==> src/rtl/logic_reduce_unit.sv <==
// logic_reduce_unit: registered AND/OR/XOR/NAND, elementwise or burst reduce.
// Define LOGIC_REDUCE_PARITY_EN to add the registered out_parity port.
module logic_reduce_unit #(
  parameter int WIDTH     = 8,
  parameter int CNT_W     = 4,
  parameter int MAX_BURST = 15
) (
  input  logic             clk,
  input  logic             rst_n,
  input  logic             in_valid,
  output logic             in_ready,
  input  logic [WIDTH-1:0] in_a,
  input  logic [WIDTH-1:0] in_b,
  input  logic             in_last,
  input  logic [1:0]       op,
  input  logic             mode,
  output logic             out_valid,
  input  logic             out_ready,
  output logic [WIDTH-1:0] out_data,
  output logic [CNT_W-1:0] out_count,
  output logic             out_trunc
`ifdef LOGIC_REDUCE_PARITY_EN
  ,
  output logic             out_parity
`endif
);

  typedef enum logic [1:0] {
    IDLE  = 2'd0,
    ACCUM = 2'd1,
    HOLD  = 2'd2
  } state_e;

  localparam logic [CNT_W-1:0] MAXC = CNT_W'(MAX_BURST);
  localparam logic [CNT_W-1:0] ONE  = CNT_W'(1);

  function automatic logic [WIDTH-1:0] gate_f(
    input logic [1:0]       o,
    input logic [WIDTH-1:0] a,
    input logic [WIDTH-1:0] b
  );
    logic [WIDTH-1:0] r;
    unique case (o)
      2'b00: r = a & b;
      2'b01: r = a | b;
      2'b10: r = a ^ b;
      2'b11: r = ~(a & b);
    endcase
    return r;
  endfunction

  // NAND bursts fold with AND over the per-beat NAND values
  function automatic logic [WIDTH-1:0] fold_f(
    input logic [1:0]       o,
    input logic [WIDTH-1:0] a,
    input logic [WIDTH-1:0] e
  );
    logic [WIDTH-1:0] r;
    unique case (o)
      2'b01:   r = a | e;
      2'b10:   r = a ^ e;
      default: r = a & e;
    endcase
    return r;
  endfunction

  state_e           state_q, state_d;
  logic [1:0]       op_q, op_d;
  logic             mode_q, mode_d;
  logic [WIDTH-1:0] acc_q, acc_d;
  logic [CNT_W-1:0] cnt_q, cnt_d;

  logic             ov_q, ov_d;
  logic [WIDTH-1:0] od_q, od_d;
  logic [CNT_W-1:0] oc_q, oc_d;
  logic             ot_q, ot_d;

  logic [WIDTH-1:0] sd_q, sd_d;
  logic [CNT_W-1:0] sc_q, sc_d;
  logic             st_q, st_d;

  logic             in_fire;
  logic             can_load;
  logic             is_idle;
  logic             emit;
  logic             rdy;
  logic [1:0]       op_eff;
  logic [WIDTH-1:0] elem;
  logic [WIDTH-1:0] res_data;
  logic [CNT_W-1:0] res_cnt;
  logic             res_trunc;

  always_comb begin
    in_fire   = in_valid & in_ready;
    can_load  = ~ov_q | out_ready;
    is_idle   = (state_q == IDLE);
    op_eff    = is_idle ? op : op_q;
    elem      = gate_f(op_eff, in_a, in_b);
    res_data  = is_idle ? elem
                        : fold_f(op_q, acc_q, elem);
    res_cnt   = is_idle ? ONE : cnt_q + ONE;
    res_trunc = ~in_last & (~is_idle | mode);
    emit      = 1'b0;
    unique case (state_q)
      IDLE:
        emit = in_fire &
               (~mode | in_last | (MAXC == ONE));
      ACCUM:
        emit = in_fire &
               (in_last | (res_cnt == MAXC));
      default: emit = 1'b0;
    endcase
  end

  always_comb begin
    state_d = state_q;
    unique case (state_q)
      IDLE:
        if (in_fire & mode & ~emit) state_d = ACCUM;
      ACCUM:
        if (emit) state_d = can_load ? IDLE : HOLD;
      HOLD:
        if (out_ready) state_d = IDLE;
      default: state_d = IDLE;
    endcase
  end

  always_comb begin
    unique case (state_q)
      IDLE:    rdy = can_load;
      ACCUM:   rdy = 1'b1;
      default: rdy = 1'b0;
    endcase
    in_ready = rst_n & rdy;
  end

  always_comb begin
    ov_d   = ov_q & ~out_ready;
    od_d   = od_q;
    oc_d   = oc_q;
    ot_d   = ot_q;
    sd_d   = sd_q;
    sc_d   = sc_q;
    st_d   = st_q;
    acc_d  = acc_q;
    cnt_d  = cnt_q;
    op_d   = op_q;
    mode_d = mode_q;
    if (in_fire) begin
      acc_d = res_data;
      cnt_d = res_cnt;
    end
    if (in_fire & is_idle) begin
      op_d   = op;
      mode_d = mode;
    end
    if (state_q == HOLD && out_ready) begin
      ov_d = 1'b1;
      od_d = sd_q;
      oc_d = sc_q;
      ot_d = st_q;
    end else if (emit && can_load) begin
      ov_d = 1'b1;
      od_d = res_data;
      oc_d = res_cnt;
      ot_d = res_trunc;
    end
    // consumer still holds the previous result
    if (emit && !can_load) begin
      sd_d = res_data;
      sc_d = res_cnt;
      st_d = res_trunc;
    end
  end

  always_ff @(posedge clk) begin
    if (!rst_n) begin
      state_q <= IDLE;
      op_q    <= 2'b00;
      mode_q  <= 1'b0;
      acc_q   <= '0;
      cnt_q   <= '0;
      ov_q    <= 1'b0;
      od_q    <= '0;
      oc_q    <= '0;
      ot_q    <= 1'b0;
      sd_q    <= '0;
      sc_q    <= '0;
      st_q    <= 1'b0;
    end else begin
      state_q <= state_d;
      op_q    <= op_d;
      mode_q  <= mode_d;
      acc_q   <= acc_d;
      cnt_q   <= cnt_d;
      ov_q    <= ov_d;
      od_q    <= od_d;
      oc_q    <= oc_d;
      ot_q    <= ot_d;
      sd_q    <= sd_d;
      sc_q    <= sc_d;
      st_q    <= st_d;
    end
  end

`ifdef LOGIC_REDUCE_PARITY_EN
  logic par_q;

  always_ff @(posedge clk) begin
    if (!rst_n) par_q <= 1'b0;
    else        par_q <= ^od_d;
  end

  assign out_parity = par_q;
`endif

  assign out_valid = ov_q;
  assign out_data  = od_q;
  assign out_count = oc_q;
  assign out_trunc = ot_q;

endmodule

==> config.mk <==
export PLATFORM = sky130hd
export DESIGN_NAME = logic_reduce_unit
export DESIGN_NICKNAME = d
export VERILOG_FILES = /design/src/rtl/logic_reduce_unit.sv
export SDC_FILE = /design/constraint.sdc
export NUM_CORES = 1
export LEC_CHECK = 0
export CORE_UTILIZATION = 61
export DETAILED_ROUTE_END_ITERATION = 7
export GPL_TIMING_DRIVEN = 1
export PLACE_DENSITY = 0.87
export SYNTH_ARGS = -nofsm -noshare
export SYNTH_HDL_FRONTEND = slang
export SYNTH_SLANG_ARGS = --single-unit
export TNS_END_PERCENT = 1
==> constraint.sdc <==
create_clock -name clk -period 6.8 [get_ports clk]
set_input_delay 1.36 -clock clk [delete_from_list [all_inputs] [get_ports clk]]
set_output_delay 1.36 -clock clk [all_outputs]
set_load 0.005 [all_outputs]
==> metrics.csv <==
metric,value,unit
startpoint types,primary input,
Achievable Freq,0.225,GHz
hold crit path type,reg -> reg,
CP endpoint kind,flop,
# IOs,39,
final setup violation count,0,
power density over the cells,178,nW/µm²
Worst R2R End,out_data[2]$_SDFFE_PN0P_,
"top cells by count, synth","inv_1 (44), dfxtp_1 (43), ha_1 (35)",
CORE AREA,5140,µm²
RSZ-0062 raised after global routing,false,
Root Buffer Master,clkbuf_8,
Critical Path Most Common Cell,nor3_1,
via count,3269,
Critical Path RT,6.96,ns
worst reg2reg path depth,11,
post_cts resized,0,
syn nets,485,
Crit Path Max Fanout,8,
largest net degree at the start of global routing,36,
vias per std cell,6.32,
Final TNS setup,0,ns
peak supply drop,0.164,mV
sequential share of the synthesized area,26.2,%
wire length per cell,16.2,µm
Pre-antenna DRT Iters,6,
Yosys top cell by area,dfxtp_1,
R2R setup slack,3.12,ns
skew final,0.00500,ns
number of enable flip-flop cells after synthesis,0,
critical path class,in -> reg,
die footprint,5690,µm²
share of post-route cells with drive strength above 1,5.82,%
"CTS clk-pin slew, worst paths",0.09,ns
Hold Path Origin,out_count[0]$_SDFFE_PN0P_,
"Cell Area, Synth",3290,µm²
max cap viols,0,
Slew @ Worst Pin,1.06,ns
most common cell in the netlist,inv_1,
first-pass GRT wire length,13600,µm
post-cts hold buffer count,0,
Initial DRC Count,342,
post-synthesis instance total,426,
"Slew Viols, Final",0,
routability cong.,0.910,
post-route minimum period,4.44,ns
DP Wirelength,5730,µm
Fin. Hold Viols,0,
Mapped Avg Cell Area,7.72,µm²
status,completed,
Unique masters post-synth,53,
hold path cells,2,
Die X-Extent,75.4,µm
Final period util,65.3,%
Ant. Diodes,0,
clk_lat worst skew,0.30,ns
Slew headroom,29.3,%
worst-path cell chain,clkdlybuf4s50_1 > nor3b_1 > nor3_1 > o32ai_2 > or2_2 > inv_1 > ha_1 > and2_1 > o311ai_0 > nand2_1 > nor3_1 > o41ai_2,
synth top area cells,"dfxtp_1 (26%), ha_1 (13%), inv_1 (5.0%), o21ai_0 (4.6%), nand3_1 (4.1%)",
Routed Antenna Nets,0,
Residual DRC,0,
Post-synth ARST share,0,%
CP max stage delay,0.70,ns
CTS buffer count,5,
worst r2r src,state_q[0]$_SDFFE_PN0P_,
Tot Pwr,0.671,mW
gr usage total,31.3,%
Leak,1.53,nW
height of the die,75.4,µm
Synth Flop Type,dfxtp_1,
Yosys top cell area share,26.2,%
Post CTS Setup Buffer Count,0,
Hold Path Sink,out_count[0]$_SDFFE_PN0P_,
PortBufs,38,
Clock Path Buffers,2,
vias in the first global route,2964,
fillcell total,412,
CTS tree,built,
initial core utilization,63.9,%
Setup WS pre-CTS,2.11,ns
fin nets,505,
post-route setup slack,2.36,ns
H-tree depth,2,
P&R area growth vs syn,14.8,%
num rows,26,
#FFs+latches synth,43,
Syn. warnings,0,
GR Overflow Total,0,
Crit-path slowest cell,nor3b_1,
Routed WL,8400,µm
clock sink count,43,
WP data arrival,4.60,ns
initial antenna violation count,0,
[critical path, delay by kind of cell]
kind	cells	cell delay [ns]
buffers and inverters	2	0.53
adder cells (fa/ha/maj)	1	0.25
AO/OA/AOI/OAI	3	0.95
AND/OR/NAND/NOR	6	1.52
[registers in the layout, indices dropped and copies added (netlist names), 2 cells and up]
signal / flops
cnt_q: 4
acc_q: 8
out_data: 8
out_count: 4
sd_q: 8
op_q: 2
sc_q: 4
state_q: 2
[layer usage]
| metal | track usage [%] | vias up | wire [µm] |
|---|---|---|---|
| met2 | 52.5 | 170 | 4110 |
| met5 | 0 | - | 0 |
| li1 | - | 1564 | - |
| met3 | 6.08 | 31 | 611 |
| met4 | 15.6 | 0 | 238 |
| met1 | 38.4 | 1504 | 3440 |
[power breakdown]
group | internal [mW] | switching, mW | total [mW]
clock network | 0.147 | 0.0955 | 0.242
registers | 0.262 | 0.00795 | 0.270
logic | 0.0724 | 0.0871 | 0.159
[how the worst max path moves through the flow]
stage / from / end / slack [ns]
floorplan: op[1] / out_data[1]$_SDFFE_PN0P_ / 2.85
global placement: op[1] / out_data[2]$_SDFFE_PN0P_ / 2.26
detailed placement: op[0] / out_data[2]$_SDFFE_PN0P_ / 2.11
CTS: op[0] / out_data[2]$_SDFFE_PN0P_ / 2.41
global route: op[0] / out_data[2]$_SDFFE_PN0P_ / 2.07
finish: op[0] / out_data[2]$_SDFFE_PN0P_ / 2.36
[cells in the final DEF (no fill, tap or decap), drive strengths merged, types with 7 or more instances in the layout]
cell,instances
nor2,26
dfxtp,43
o21ai,35
clkdlybuf4s50,38
a32oi,7
nand2,29
a21oi,24
ha,35
and2,8
nand2b,9
nor3,14
inv,44
a31oi,9
o31a,8
nand3,27
nor2b,7
nand4,10
[through the flow]
step | area (µm²) | std cells | hold slack (ns) | utilization, %
final | 3770 | 517 | 0.456 | 73.4
after global routing | 3770 | 517 | 0.491 | 73.4
after CTS | 3770 | 517 | 0.458 | 73.4
after detailed placement | 3640 | 509 | 0.446 | 70.8
after global placement | 3640 | 509 | 0.441 | 70.8
after floorplan | 3290 | 426 | 0.431 | -
[area by class of cell]
type	count	area, µm²	share of cell area, %
multi-input cells	311	2120	56.2
inverters	44	165	4.38
clock inverters	3	67.6	1.79
clock buffers	5	68.8	1.82
well taps	70	87.6	2.32
repair buffers	41	403	10.7
flip-flops and latches	43	861	22.8
[kinds of logic (layout without fill, tap and decap cells)]
family	count (synthesis)	count (layout)	share of synthesized area [%]
adders and majority gates	35	35	13.3
DFF	43	43	26.2
xor gates and xnor gates	2	2	0.533
buffers and inverters	72	93	9.25
and+or+nand+nor	147	147	23.0
AOI/OAI and AO/OA	125	125	27.1
muxes	2	2	0.609
(Power assumes the default switching activity.)
